==> config.mk <==
export PLATFORM = sky130hd
export DESIGN_NAME = rs_bank
export DESIGN_NICKNAME = d
export VERILOG_FILES = /design/src/rtl/rs_bank.sv
export SDC_FILE = /design/constraint.sdc
export NUM_CORES = 1
export LEC_CHECK = 0
export CAP_MARGIN = 20
export CORE_ASPECT_RATIO = 2
export CORE_UTILIZATION = 51
export CTS_CLUSTER_DIAMETER = 120
export DETAILED_ROUTE_END_ITERATION = 12
export PLACE_DENSITY_LB_ADDON = 0.08
export SLEW_MARGIN = 20
export SYNTH_ARGS = -nofsm -noshare
export SYNTH_HDL_FRONTEND = slang
export SYNTH_SLANG_ARGS = --single-unit
==> constraint.sdc <==
create_clock -name clk -period 2.6 [get_ports clk]
set_input_delay 0.52 -clock clk [delete_from_list [all_inputs] [get_ports clk]]
set_output_delay 0.52 -clock clk [all_outputs]
set_load 0.01 [all_outputs]
==> src/rtl/rs_bank.sv <==
// rs_bank: reservation-station bank that snoops NUM_CDB result buses and issues one ready entry per cycle.
// Define RS_AGE_ORDER_EN for oldest-first select via an age matrix; otherwise the lowest-index ready entry wins.
// Packed layouts (LSB first):
//   alloc_data : Q_j, Q_k, V_j, V_k, ROB_entry, ALU_op[3:0], branch_type[2:0], load
//   CDB_in[c]  : dest_ROB_entry, result, load_step1
//   issue_data : rs1, rs2, ROB_entry, ALU_op, branch_type, load, valid_operands
module rs_bank #(
  parameter int NUM_ENTRIES = 4,
  parameter int NUM_CDB = 1,
  parameter int XLEN = 32,
  parameter int ROB_W = 5,
  localparam int RS_W = 3*ROB_W + 2*XLEN + 8,
  localparam int CDB_W = ROB_W + XLEN + 1,
  localparam int OUT_W = 2*XLEN + ROB_W + 9,
  localparam int CNT_W = $clog2(NUM_ENTRIES) + 1
) (
  input  logic                     clk,
  input  logic                     reset,
  input  logic                     mispredicted,
  input  logic                     alloc_valid,
  output logic                     alloc_ready,
  input  logic [RS_W-1:0]          alloc_data,
  input  logic [NUM_CDB*CDB_W-1:0] CDB_in,
  output logic                     issue_valid,
  input  logic                     issue_ready,
  output logic [OUT_W-1:0]         issue_data,
  output logic [CNT_W-1:0]         free_count
);
  localparam int IDX_W = $clog2(NUM_ENTRIES);

  logic [NUM_ENTRIES-1:0] v_q, v_d, ld_q, ld_d;
  logic [ROB_W-1:0]       qj_q [NUM_ENTRIES];
  logic [ROB_W-1:0]       qj_d [NUM_ENTRIES];
  logic [ROB_W-1:0]       qk_q [NUM_ENTRIES];
  logic [ROB_W-1:0]       qk_d [NUM_ENTRIES];
  logic [XLEN-1:0]        vj_q [NUM_ENTRIES];
  logic [XLEN-1:0]        vj_d [NUM_ENTRIES];
  logic [XLEN-1:0]        vk_q [NUM_ENTRIES];
  logic [XLEN-1:0]        vk_d [NUM_ENTRIES];
  logic [ROB_W-1:0]       rob_q [NUM_ENTRIES];
  logic [ROB_W-1:0]       rob_d [NUM_ENTRIES];
  logic [3:0]             op_q [NUM_ENTRIES];
  logic [3:0]             op_d [NUM_ENTRIES];
  logic [2:0]             br_q [NUM_ENTRIES];
  logic [2:0]             br_d [NUM_ENTRIES];

  logic [ROB_W-1:0] a_qj, a_qk, a_rob;
  logic [XLEN-1:0]  a_vj, a_vk;
  logic [3:0]       a_op;
  logic [2:0]       a_br;
  logic             a_ld;

  assign a_qj  = alloc_data[0 +: ROB_W];
  assign a_qk  = alloc_data[ROB_W +: ROB_W];
  assign a_vj  = alloc_data[2*ROB_W +: XLEN];
  assign a_vk  = alloc_data[2*ROB_W+XLEN +: XLEN];
  assign a_rob = alloc_data[2*ROB_W+2*XLEN +: ROB_W];
  assign a_op  = alloc_data[3*ROB_W+2*XLEN +: 4];
  assign a_br  = alloc_data[3*ROB_W+2*XLEN+4 +: 3];
  assign a_ld  = alloc_data[RS_W-1];

  // Returns {hit, result}; descending scan so the lowest matching port overrides.
  function automatic logic [XLEN:0] snoop(input logic [ROB_W-1:0] tag,
                                          input logic [NUM_CDB*CDB_W-1:0] cdb);
    logic [XLEN:0] r;
    r = '0;
    for (int c = NUM_CDB-1; c >= 0; c--) begin
      if (tag != '0 && cdb[c*CDB_W +: ROB_W] == tag && !cdb[c*CDB_W+CDB_W-1])
        r = {1'b1, cdb[c*CDB_W+ROB_W +: XLEN]};
    end
    return r;
  endfunction

  logic [XLEN:0] wj [NUM_ENTRIES];
  logic [XLEN:0] wk [NUM_ENTRIES];
  logic [XLEN:0] bj, bk;

  always_comb begin
    for (int i = 0; i < NUM_ENTRIES; i++) begin
      wj[i] = snoop(qj_q[i], CDB_in);
      wk[i] = snoop(qk_q[i], CDB_in);
    end
  end
  assign bj = snoop(a_qj, CDB_in);
  assign bk = snoop(a_qk, CDB_in);

  logic [IDX_W-1:0] free_idx, sel_idx;
  logic             any_free, sel_found, alloc_fire, issue_fire;
  logic [CNT_W-1:0] cnt;
  logic [NUM_ENTRIES-1:0] ready, cand;

  always_comb begin
    free_idx = '0;
    any_free = 1'b0;
    cnt = '0;
    for (int i = NUM_ENTRIES-1; i >= 0; i--) begin
      if (!v_q[i]) begin
        free_idx = IDX_W'(i);
        any_free = 1'b1;
        cnt = cnt + CNT_W'(1);
      end
    end
  end

  always_comb begin
    ready = '0;
    for (int i = 0; i < NUM_ENTRIES; i++)
      ready[i] = v_q[i] && (qj_q[i] == '0) && (qk_q[i] == '0);
  end

`ifdef RS_AGE_ORDER_EN
  // age_q[i][j] = 1: entry i was allocated before entry j.
  logic [NUM_ENTRIES-1:0] age_q [NUM_ENTRIES];
  logic [NUM_ENTRIES-1:0] older_ready;

  always_ff @(posedge clk) begin
    if (reset || mispredicted) begin
      for (int i = 0; i < NUM_ENTRIES; i++) age_q[i] <= '0;
    end else if (alloc_fire) begin
      age_q[free_idx] <= '0;
      for (int j = 0; j < NUM_ENTRIES; j++) age_q[j][free_idx] <= v_q[j];
    end
  end

  always_comb begin
    older_ready = '0;
    for (int i = 0; i < NUM_ENTRIES; i++)
      for (int j = 0; j < NUM_ENTRIES; j++)
        if (ready[j] && age_q[j][i]) older_ready[i] = 1'b1;
  end
  assign cand = ready & ~older_ready;
`else
  assign cand = ready;
`endif

  always_comb begin
    sel_found = 1'b0;
    sel_idx = '0;
    for (int i = NUM_ENTRIES-1; i >= 0; i--) begin
      if (cand[i]) begin
        sel_found = 1'b1;
        sel_idx = IDX_W'(i);
      end
    end
  end

  assign alloc_ready = any_free;
  assign free_count  = cnt;
  assign issue_valid = sel_found;
  assign alloc_fire  = alloc_valid && any_free;
  assign issue_fire  = sel_found && issue_ready;

  always_comb begin
    issue_data = '0;
    if (sel_found)
      issue_data = {1'b1, ld_q[sel_idx], br_q[sel_idx], op_q[sel_idx], rob_q[sel_idx],
                    vk_q[sel_idx], vj_q[sel_idx]};
  end

  // Wakeup only touches occupied entries; the allocated entry is resolved by the bypass instead.
  always_comb begin
    v_d = v_q;  ld_d = ld_q;
    qj_d = qj_q; qk_d = qk_q; vj_d = vj_q; vk_d = vk_q;
    rob_d = rob_q; op_d = op_q; br_d = br_q;
    for (int i = 0; i < NUM_ENTRIES; i++) begin
      if (v_q[i]) begin
        if (wj[i][XLEN]) begin qj_d[i] = '0; vj_d[i] = wj[i][XLEN-1:0]; end
        if (wk[i][XLEN]) begin qk_d[i] = '0; vk_d[i] = wk[i][XLEN-1:0]; end
      end
    end
    if (issue_fire) v_d[sel_idx] = 1'b0;
    if (alloc_fire) begin
      v_d[free_idx]   = 1'b1;
      qj_d[free_idx]  = bj[XLEN] ? '0 : a_qj;
      vj_d[free_idx]  = bj[XLEN] ? bj[XLEN-1:0] : a_vj;
      qk_d[free_idx]  = bk[XLEN] ? '0 : a_qk;
      vk_d[free_idx]  = bk[XLEN] ? bk[XLEN-1:0] : a_vk;
      rob_d[free_idx] = a_rob;
      op_d[free_idx]  = a_op;
      br_d[free_idx]  = a_br;
      ld_d[free_idx]  = a_ld;
    end
  end

  always_ff @(posedge clk) begin
    if (reset || mispredicted) begin
      v_q  <= '0;
      ld_q <= '0;
      for (int i = 0; i < NUM_ENTRIES; i++) begin
        qj_q[i] <= '0; qk_q[i] <= '0; vj_q[i] <= '0; vk_q[i] <= '0;
        rob_q[i] <= '0; op_q[i] <= '0; br_q[i] <= '0;
      end
    end else begin
      v_q  <= v_d;
      ld_q <= ld_d;
      for (int i = 0; i < NUM_ENTRIES; i++) begin
        qj_q[i] <= qj_d[i]; qk_q[i] <= qk_d[i]; vj_q[i] <= vj_d[i]; vk_q[i] <= vk_d[i];
        rob_q[i] <= rob_d[i]; op_q[i] <= op_d[i]; br_q[i] <= br_d[i];
      end
    end
  end
endmodule

# Word-level counts from Yosys, hierarchy flattened
# Cells that the tools add are included.
# Widths: inputs -> output; s select.
# op_classes
add_sub_neg	3
mul	0
n_div	0
order_cmp	7
eq_ne	10
n_shift	0
mux	110
n_bitwise	5
reduce_logical	53
# ops
cell	count
$mux 32	23
$mux 33	10
$bwmux 128	2
$mux 128	2
$bmux 32 s2	2
$mux 5	21
$mux 78	1
$demux 32 s2	1
$bwmux 20	3
$eq 5x5->1	10
$reduce_bool 5->1	10
$logic_not 5->1	8
$mux 20	2
$logic_and 1x1->1	33
$mux 4	5
$mux 3	6
$bwmux 16	1
$mux 2	8
$bwmux 12	1
$mux 1	12
$bmux 5 s2	1
$demux 5 s2	1
$add 3x1->3 const B	3
$bmux 4 s2	1
16 further kinds	21
# totals
ff_bits	352
latchBits	0
mem_bits_rw	0
romBits	0
in_bits	130
mem_count	0

# Longest topological paths before layout
# depth
depth_word	16
depth_mapped	9

# Worst setup path after synthesis
# No wires, ideal clock.
# synth_path
path_kind	register to output
start	register qk_q[2] (netlist name)
end	output issue_data[39]
arrival_ps	2104
slack_ps	-24
path_stages_with_launch	8
n_path_buf	2
cell_sequence	dfxtp_1 > nor3_1 > nand3_1 > or4b_4 > nor4_4 > buf_4 > buf_6 > a221o_1
# synth_via
elab_chain_len	11
elab_cells_between_ends	15
# synth_lines
item	line	source
from (decl)	34	logic [ROB_W-1:0] qk_q [NUM_ENTRIES];
from (signal, indexed assignment)	197	qj_q[i] <= qj_d[i]; qk_q[i] <= qk_d[i]; vj_q[i] <= vj_d[i]; vk_q[i] <= vk_d[i];
$logic_not 5->1 (*)	108	ready[i] = v_q[i] && (qj_q[i] == '0) && (qk_q[i] == '0);
$logic_and 1x1->1 (*)	108	
$mux 2 (4 in a row)	140	if (cand[i]) begin
$not 2->3 (not written as such)	157	vk_q[sel_idx], vj_q[sel_idx]};
$bmux 32 s2	157	
$mux 32 (not written as such) (2 in a row)	157	
$mux 78 (*)	155	if (sel_found)
to (decl)	26	output logic [OUT_W-1:0] issue_data,
# Every way passes the cells marked *; elsewhere a longest branch is shown, timed or not. The select of a mux whose other input is x is not followed.

# Worst setup path after layout
# layout_path
start	register qj_q[4] (netlist name)
end	output issue_data[20]
# layout_via
elab_chain_len	12
elab_cells_between_ends	16
# layout_lines
item	line	source
from (decl)	32	logic [ROB_W-1:0] qj_q [NUM_ENTRIES];
from (signal, indexed assignment)	197	
$logic_not 5->1 (*)	108	
$logic_and 1x1->1 (*) (2 in a row)	108	
$mux 2 (4 in a row)	140	
$not 2->3 (not written as such)	157	
$bmux 32 s2	157	
$mux 32 (not written as such) (2 in a row)	157	
$mux 78 (*)	155	
# Marks and branches as above.

==> impl_metrics.tcl <==
set metrics [dict create \
    status "finished, violations left" \
    drive_gt1_frac 0.257 \
    io_buffers 212 \
    path_clk_slew_ns 0.07 \
    grt_usage 0.382 \
    violations "setup timing" \
    clock_path_buffers 3 \
    wire_per_inst_um 24.9 \
    postPlaceCellArea_mm2 0.0226 \
    intPower_mw 8.95 \
    fin_crit_sh 1.26 \
    power.total_mw 12.1 \
    rsz0062_at_grt "yes" \
    firstDrtPassIters 6 \
    utilization 0.676 \
    clock_latency_ns 0.54 \
    p_seq_frac 0.453 \
    maxCapViolCount 0 \
    dp_hpwl_mm 46.3 \
    ant_nets 0 \
    power.switching_mw 3.19 \
    vias 19300 \
    grt_first_pass_wirelength_mm 108 \
    critPathKind "reg -> out" \
    yosysUniqueCellTypes 55 \
    arrival_ns 2.76 \
    combinationalPowerShare 0.126 \
    power.density_mw_per_mm2 504 \
    irDropWorstVdd_v 0.000515 \
    cp_slowest_cell "or4b_4" \
    hold_path.class "reg -> reg" \
    startpoint_type "flop" \
    syn_area_mm2 0.0184 \
    start_util 0.516 \
    slowest_delay_ns 0.53 \
    crit_buf_inv 5 \
    numCtsBuffers 35 \
    setup_viol 80 \
    ys_seq_area_frac 0.383 \
    leakage_nw 9.43 \
    avgSynthCellArea_um2 8.50 \
    relSlewSlack 0.419 \
    crit_path_end_kind "primary output" \
    routed_wl_mm 72.1 \
    synth_fp_nets 2299 \
    grt_pass1_vias 19000 \
    antenna_found_initial 5 \
    ys_warn_count 0 \
    crit_chain "nor4_4 > or4b_4 > nor4_4 > buf_6 > buf_12 > buf_12 > buf_12 > a221o_1 > buf_2" \
    overflow 0 \
    setup_ws_ns -0.681 \
    synth_edf_count 0 \
    fp.dieArea_mm2 0.0369 \
    cts_tree "built" \
    ys_seq_elements 352 \
    async_flop_share 0 \
    viasPerCell 6.67 \
    cts_root_buf "clkbuf_16" \
    worstMarginPinSlew_ns 0.867 \
    crit_family "simple AND/OR/NAND/NOR gates" \
    fmax_ghz 0.305 \
    syn_to_final_growth_pct 31.0 \
    drcViolationCount 0 \
    pwr-share-clk 0.421 \
    final_cell_mix "344 x dfxtp_1, 334 x nand2_1, 170 x buf_4, 131 x a21oi_1" \
    clock-sinks 352 \
    fp.coreArea_mm2 0.0357 \
    hold_viol_final 0 \
    synthFlopType "dfxtp_1" \
    power.share.switching 0.263 \
    chipWidth_um 136 \
    finClkSkew_ns 0.0170 \
    io_pins 213 \
    h-tree-depth 2 \
    final_area_mm2 0.0241 \
    holdBufCountCts 0 \
    critPathMostFrequentCell "buf_12" \
    crit_required_ns 2.08 \
    slew_viol_final 0 \
    postSynthCellCount 2165 \
    place_congestion 0.989 \
    path_max_fanout 6 \
    min_period_ns 3.28 \
    nets 2558 \
    final_common_cell "dfxtp_1" \
    drtIter0Drc 1602 \
    grt_max_degree 102 \
    rows 98 \
    die_y_um 271 \
]
==> synth_stat cells, types with 3 or more instances <==
cell | count | share of area
a22oi_1 | 32 | 0.013
nand2_1 | 337 | 0.069
a41oi_1 | 28 | 0.013
inv_1 | 44 | 0.0090
nand3_1 | 20 | 0.0054
a2bb2oi_1 | 4 | 0.0019
o22ai_1 | 32 | 0.011
a21oi_1 | 136 | 0.037
xnor2_1 | 16 | 0.0076
or2_2 | 7 | 0.0024
nand2b_1 | 6 | 0.0020
a221o_1 | 77 | 0.042
a31oi_1 | 76 | 0.026
xor2_1 | 31 | 0.015
nand4_1 | 3 | 0.0010
buf_1 | 16 | 0.0033
nor2_1 | 124 | 0.025
nor3_1 | 14 | 0.0038
ha_1 | 4 | 0.0027
a32oi_1 | 16 | 0.0076
and2_1 | 6 | 0.0020
a21boi_0 | 28 | 0.011
o21a_1 | 132 | 0.054
clkbuf_1 | 210 | 0.043
buf_2 | 26 | 0.0071
a221oi_1 | 4 | 0.0019
mux2i_1 | 64 | 0.035
o221a_2 | 128 | 0.078
and3_1 | 3 | 0.0010
o32a_1 | 10 | 0.0054
nor2b_1 | 5 | 0.0017
dfxtp_1 | 352 | 0.38
a211oi_1 | 100 | 0.041
nor4_1 | 8 | 0.0027
o21ai_0 | 7 | 0.0019
mux2_2 | 34 | 0.021
==> flip-flops by register name, summed over array words and instances (netlist names) <==
| name | cells |
|---|---|
| br_q | 12 |
| ld_q | 4 |
| op_q | 16 |
| qj_q | 20 |
| qk_q | 20 |
| rob_q | 20 |
| v_q | 4 |
| vj_q | 128 |
| vk_q | 128 |
==> power groups by stage <==
stage / Combinational, mW / Clock, mW / Sequential, mW
6_report: 1.53 / 5.12 / 5.50
5_1_grt: 1.61 / 5.34 / 5.50
4_1_cts: 1.50 / 5.14 / 5.50
3_5_place_dp: 1.53 / 0 / 5.62
3_3_place_gp: 1.51 / 0 / 5.61
2_1_floorplan: 0.718 / 0 / 5.61
==> tightest hold or removal path, cell delays in order (launching register included) <==
cell and delay [ns]:
dfxtp_1 0.31, nand2_1 0.05, a21oi_1 0.05
==> path summary, 6_finish.rpt <==
check             startpoint        endpoint  slack [ns]  depth (start not counted)
setup / recovery     qj_q[4]  issue_data[20]       -0.68                          9
hold / removal       op_q[1]         op_q[1]        0.46                          2
setup reg to reg      v_q[2]        vk_q[60]        0.26                          8
hold reg to reg      op_q[1]         op_q[1]        0.46                          2
==> per-layer routing <==
metal	routed length [µm]	vias up	track usage
met5	22	-	0
met4	5340	4	0.275
met3	5240	333	0.0603
met2	35400	1033	0.646
met1	26100	9382	0.426
li1	-	8597	-
==> area by class of cell <==
type	count	area, µm²
clock buffers	50	1010
repair buffers	478	4730
flip-flops and latches	352	7060
clock inverters	10	96.3
inverters	44	168
well taps	450	563
multi-input cells	1513	10500
diodes	4	10.0
fillers	2973	11600
==> stage by stage <==
stage                     instances  hold slack [ns]  TNS (ns)  setup slack [ns]
final                          2901            0.456    -44.71            -0.681
after detailed placement       2794            0.447   -111.06            -0.640
after global placement         2794            0.441   -103.06            -0.617
after CTS                      2889            0.457    -44.12            -0.687
after floorplan                2165            0.436         0           0.00790
after global routing           2900            0.474    -50.96            -0.765
==> kinds of logic (layout without fill, tap and decap cells) <==
logic type | Yosys count | after routing | synth area share
compound gates | 820 | 820 | 0.350
other cells | 0 | 4 | 0
buf+inv | 300 | 582 | 0.0641
fa+ha+maj | 4 | 4 | 0.00272
simple gates | 544 | 544 | 0.122
xor+xnor | 47 | 47 | 0.0224
mux | 98 | 98 | 0.0556
flops | 352 | 352 | 0.383
==> repair_timing <==
item,CTS,global route
endpoints found under the setup margin,82,82
pin swaps,20,13
buffers inserted,28,9
hold endpoints to repair,0,0
cloned,9,3
gates resized for setup,385,30
Power figures use the tool's default switching activity.
